`config.mk`:
```
export PLATFORM = sky130hd
export DESIGN_NAME = seq_frame_tx
export DESIGN_NICKNAME = d
export VERILOG_FILES = /design/src/rtl/seq_frame_tx.sv
export SDC_FILE = /design/constraint.sdc
export NUM_CORES = 1
export LEC_CHECK = 0
export BUFFER_PORTS_ARGS = -buffer_cell sky130_fd_sc_hd__buf_2
export CORE_AREA = 2 2 47 49
export DETAILED_ROUTE_END_ITERATION = 8
export DIE_AREA = 0 0 49 51
export HOLD_SLACK_MARGIN = 0.03
export PLACE_DENSITY = 0.75
export SKIP_LAST_GASP = 1
export SLEW_MARGIN = 10
export SYNTH_ARGS = -nofsm -noshare
export SYNTH_HDL_FRONTEND = slang
export SYNTH_SLANG_ARGS = --single-unit
```
`constraint.sdc`:
```
create_clock -name clk -period 2.2 [get_ports clk]
set_input_delay 0.22 -clock clk [delete_from_list [all_inputs] [get_ports clk]]
set_output_delay 0.22 -clock clk [all_outputs]
set_load 0.01 [all_outputs]
```
`src/rtl/seq_frame_tx.sv`:
```
// Serial frame transmitter: sync pattern, then payload MSB-first, one bit per clock.
// Optional even-parity bit after the payload when SEQ_FRAME_TX_PARITY_EN is defined.
// Every output, including PS_out, comes straight from a flop.
module seq_frame_tx #(
  parameter int unsigned          WIDTH    = 8,
  parameter int unsigned          SYNC_LEN = 3,
  parameter logic [SYNC_LEN-1:0]  SYNC_PAT = 3'b101
) (
  input  logic             clk,
  input  logic             rst,
  input  logic             start,
  input  logic [WIDTH-1:0] data_in,
  output logic             dout,
  output logic             dout_valid,
  output logic             busy,
  output logic             done,
  output logic [2:0]       PS_out
);

  typedef enum logic [2:0] {
    StIdle   = 3'd0,
    StSync   = 3'd1,
    StData   = 3'd2,
    StParity = 3'd3,
    StDone   = 3'd4
  } state_e;

  localparam int unsigned MaxLen = (WIDTH > SYNC_LEN) ? WIDTH : SYNC_LEN;
  localparam int unsigned CntW   = (MaxLen > 1) ? $clog2(MaxLen) : 1;

  state_e              state_q;
  logic [WIDTH-1:0]    shreg_q;
  logic [SYNC_LEN-1:0] sync_q;   // remaining sync bits, next one at the MSB
  logic [CntW-1:0]     cnt_q;    // cycles left in the current phase, minus one
`ifdef SEQ_FRAME_TX_PARITY_EN
  logic                par_q;    // parity taken at capture, since the shift destroys the payload
`endif

  assign PS_out = state_q;

  // Frame sequencer; each branch also sets the outputs for the cycle it enters.
  always_ff @(posedge clk) begin
    if (!rst) begin
      state_q    <= StIdle;
      shreg_q    <= '0;
      sync_q     <= '0;
      cnt_q      <= '0;
      dout       <= 1'b0;
      dout_valid <= 1'b0;
      busy       <= 1'b0;
      done       <= 1'b0;
`ifdef SEQ_FRAME_TX_PARITY_EN
      par_q      <= 1'b0;
`endif
    end else begin
      case (state_q)
        StIdle: begin
          dout       <= 1'b0;
          dout_valid <= 1'b0;
          busy       <= 1'b0;
          done       <= 1'b0;
          if (start) begin
            state_q    <= StSync;
            shreg_q    <= data_in;
            sync_q     <= SYNC_PAT << 1;
            cnt_q      <= CntW'(SYNC_LEN - 1);
            dout       <= SYNC_PAT[SYNC_LEN-1];
            dout_valid <= 1'b1;
            busy       <= 1'b1;
`ifdef SEQ_FRAME_TX_PARITY_EN
            par_q      <= ^data_in;
`endif
          end
        end

        StSync: begin
          if (cnt_q == '0) begin
            state_q <= StData;
            cnt_q   <= CntW'(WIDTH - 1);
            dout    <= shreg_q[WIDTH-1];
            shreg_q <= shreg_q << 1;
          end else begin
            cnt_q  <= cnt_q - CntW'(1);
            dout   <= sync_q[SYNC_LEN-1];
            sync_q <= sync_q << 1;
          end
        end

        StData: begin
          if (cnt_q == '0) begin
`ifdef SEQ_FRAME_TX_PARITY_EN
            state_q <= StParity;
            dout    <= par_q;
`else
            state_q    <= StDone;
            dout       <= 1'b0;
            dout_valid <= 1'b0;
            busy       <= 1'b0;
            done       <= 1'b1;
`endif
          end else begin
            cnt_q   <= cnt_q - CntW'(1);
            dout    <= shreg_q[WIDTH-1];
            shreg_q <= shreg_q << 1;
          end
        end

`ifdef SEQ_FRAME_TX_PARITY_EN
        StParity: begin
          state_q    <= StDone;
          dout       <= 1'b0;
          dout_valid <= 1'b0;
          busy       <= 1'b0;
          done       <= 1'b1;
        end
`endif

        StDone: begin
          state_q <= StIdle;
          done    <= 1'b0;
        end

        // Unused codes (and PARITY when disabled) fall back to a quiet IDLE.
        default: begin
          state_q    <= StIdle;
          dout       <= 1'b0;
          dout_valid <= 1'b0;
          busy       <= 1'b0;
          done       <= 1'b0;
        end
      endcase
    end
  end

endmodule
```
==> run metrics <==
Vias=827; combinational group share of total power=39.2%; total grt overflow=0; top post-synthesis cells by area=dfxtp_1 37%, mux2i_1 7.7%, nand2b_1 4.8%; Buffers on Ports=17; crit path from=cnt_q[0]; Slowest Stage Delay on Critical Path=0.37 ns; WS Path Type=reg -> reg; Clock Power Share=16.4%; worst reg-to-reg setup slack=0.51 ns; Hold Path Stages=3; half-perimeter wire length after placement=1330 um; Die ar.=2500 um2; Synth Register Bits=19; Storage cell area=380 um2; clk slew on worst S/H paths=0.10 ns; Peak VDD IR=0.478 mV; antenna viol nets, final=0; Post-Syn Area per Cell=9.53 um2; Arr. time, crit path=1.92 ns; Final Hold Viols=0; DRC=0; initial detailed-routing violation count=12; Post-synth EDFFs=0; die height=51 um; H-tree level count=1; status=finished clean; Setup Skew=0.00154 ns; CTS Hold Buffers Added=0; largest net degree at the start of global routing=21; setup_tns=0 ns; share of cells above drive strength 1=23.6%; Psw=0.385 mW; Worst R2R Path Depth=7; clock root cell=clkbuf_4; Slew @ Worst Pin=0.742 ns; initial antenna violation count=0; number of iterations in the first detailed-routing pass=4; YS warnings=0; RSZ-0062 raised after global routing=no; Synth cell types=43; area growth from synthesis to layout=9.76%; max-cap violation count=0; Period minus WS final=1.69 ns; sequential share of the synthesized area=36.6%; initial core utilization=50.3%; clock sink count=19; Max transition margin=50.5%; Worst Hold Class=in -> reg; syn_nets=122; layout filler cell count=212; drt total wl=1820 um; final core utilization=55.2%; fraction of registers with async set/reset=0%; Worst-Skew Late Latency=0.29 ns; DR vias/cell=5.48; Setup Viol. Count Final=0; synthesized cell area=1040 um2; CTS Buf Count=3; postcts setup bufs=0; post-cts resize count=0; cells after synthesis=109; Final nets=137; placed cell count=147; Crit path max-delay family=compound AO/OA/AOI/OAI gates; die extent in x=49 um; CP max-delay cell=dfxtp_1; FF-to-FF End=shreg_q[0]; CP Cell Sequence=inv_1 -> ha_1 -> and3b_4 -> a2111oi_4 -> buf_4 -> nand3b_1 -> a21boi_0; Leakage=0.437 nW; Worst path depth=7; sw frac=36.1%; GRT Util Overall=17.5%; Antenna diodes=0; crit path max fanout=16; Flop pwr share=44.5%; Critical Path RT=2.43 ns; CP Capture Type=register; I/O pin cnt=18; Final Cycle Share=76.9%; Max Root-Sink Buffers=2; CTS tree=built; Crit path buffers/inverters=2; first-pass GRT wire length=3390 um; Main synth FF type=dfxtp_1; GP Congestion=0.803; CP Capture Point=shreg_q[0]; Achievable Freq=591 MHz; reg2reg start=cnt_q[0]; Final Max Tran Viols=0; std cell rows=17; Yosys top cell by area=dfxtp_1; area of the core=2060 um2; P_int=0.682 mW; Multi-input gate area=591 um2; Pwr Density=937 nW/um2; DR WL/cell=12.0 um; crit start category=register; vias in the first global route=776; Layout Cells excl Fill=151; post-synth top area share=36.6%
-- worst reg2reg max path: stages (launching register included) --
cell	delay [ns]
dfxtp_1	0.37
inv_1	0.08
ha_1	0.23
and3b_4	0.20
a2111oi_4	0.25
buf_4	0.26
nand3b_1	0.10
a21boi_0	0.15
-- final cells by class --
type                       instances  share of cell area [%]
multi-input combinational         79                    51.8
clock buffer                       4                    2.31
tap                               28                    3.07
timing repair buffer              19                    8.78
sequential                        19                    33.4
inverter                           2                   0.659
-- registers in the layout, summed over array words and instances, names as in the netlist --
name     flops
sync_q       2
shreg_q      8
PS_out       3
done         1
cnt_q        3
dout         1
busy         1
-- layout by cell type (no fill, tap or decap), types with 3 or more instances in the layout --
| cell type | n |
|---|---|
| nand2b_1 | 8 |
| clkbuf_4 | 3 |
| buf_2 | 17 |
| a21boi_0 | 4 |
| dfxtp_1 | 19 |
| a21oi_2 | 3 |
| mux2i_1 | 8 |
| nand2_1 | 4 |
| a21oi_1 | 6 |
| o21ai_1 | 3 |
| o21ai_0 | 8 |
-- how the worst min path moves through the flow --
| stage | start | end | slack, ns |
|---|---|---|---|
| 2_1_floorplan | data_in[0] | shreg_q[0] | 0.39 |
| 4_1_cts | data_in[0] | shreg_q[0] | 0.19 |
| 3_3_place_gp | busy | busy | 0.46 |
| 6_report | data_in[0] | shreg_q[0] | 0.20 |
| 3_5_place_dp | done | done | 0.47 |
| 5_1_grt | data_in[0] | shreg_q[0] | 0.23 |
-- cells in the mapped netlist (2+ instances only) --
| cell type | n |
|---|---|
| buf_6 | 2 |
| inv_1 | 2 |
| a21oi_2 | 3 |
| o21ai_1 | 3 |
| buf_4 | 2 |
| a2111oi_0 | 2 |
| mux2i_1 | 8 |
| ha_1 | 2 |
| o31a_1 | 2 |
| o21ai_0 | 8 |
| nor2_1 | 2 |
| dfxtp_1 | 19 |
| buf_2 | 3 |
| a21oi_1 | 6 |
| a21boi_0 | 4 |
| clkbuf_1 | 2 |
| a21boi_1 | 2 |
| a211oi_1 | 2 |
| nand2_1 | 4 |
| nand2b_1 | 8 |
-- metal layers --
layer	vias up	track usage, %	wire length (um)
li1	429	-	-
met1	383	22.7	877
met2	13	27.4	871
met3	2	1.75	47
met4	0	12.9	22
met5	-	0	0
-- power by group through the flow --
stage,logic [mW],clock network (mW),registers (mW)
global placement,0.411,0,0.480
detailed placement,0.422,0,0.483
global route,0.473,0.192,0.488
CTS,0.423,0.181,0.475
floorplan,0.367,0,0.461
finish,0.418,0.175,0.475
-- stage by stage --
stage	power [mW]	hold WS, ns	worst slack [ns]	instance area, um2
final	1.07	0.197	0.508	1140
after global routing	1.15	0.225	0.318	1140
after CTS	1.08	0.192	0.494	1140
after detailed placement	0.904	0.468	0.512	1110
after global placement	0.891	0.465	0.566	1110
after floorplan	0.828	0.394	0.628	1040
-- cell families after synthesis --
group | share of synthesized area, %
xor gates and xnor gates | 0.844
DFF | 36.6
AOI/OAI and AO/OA | 29.5
muxes | 7.71
buffers and inverters | 6.51
adders and majority gates | 2.41
and+or+nand+nor | 16.4
No activity file was read; power rests on OpenSTA's default activity.
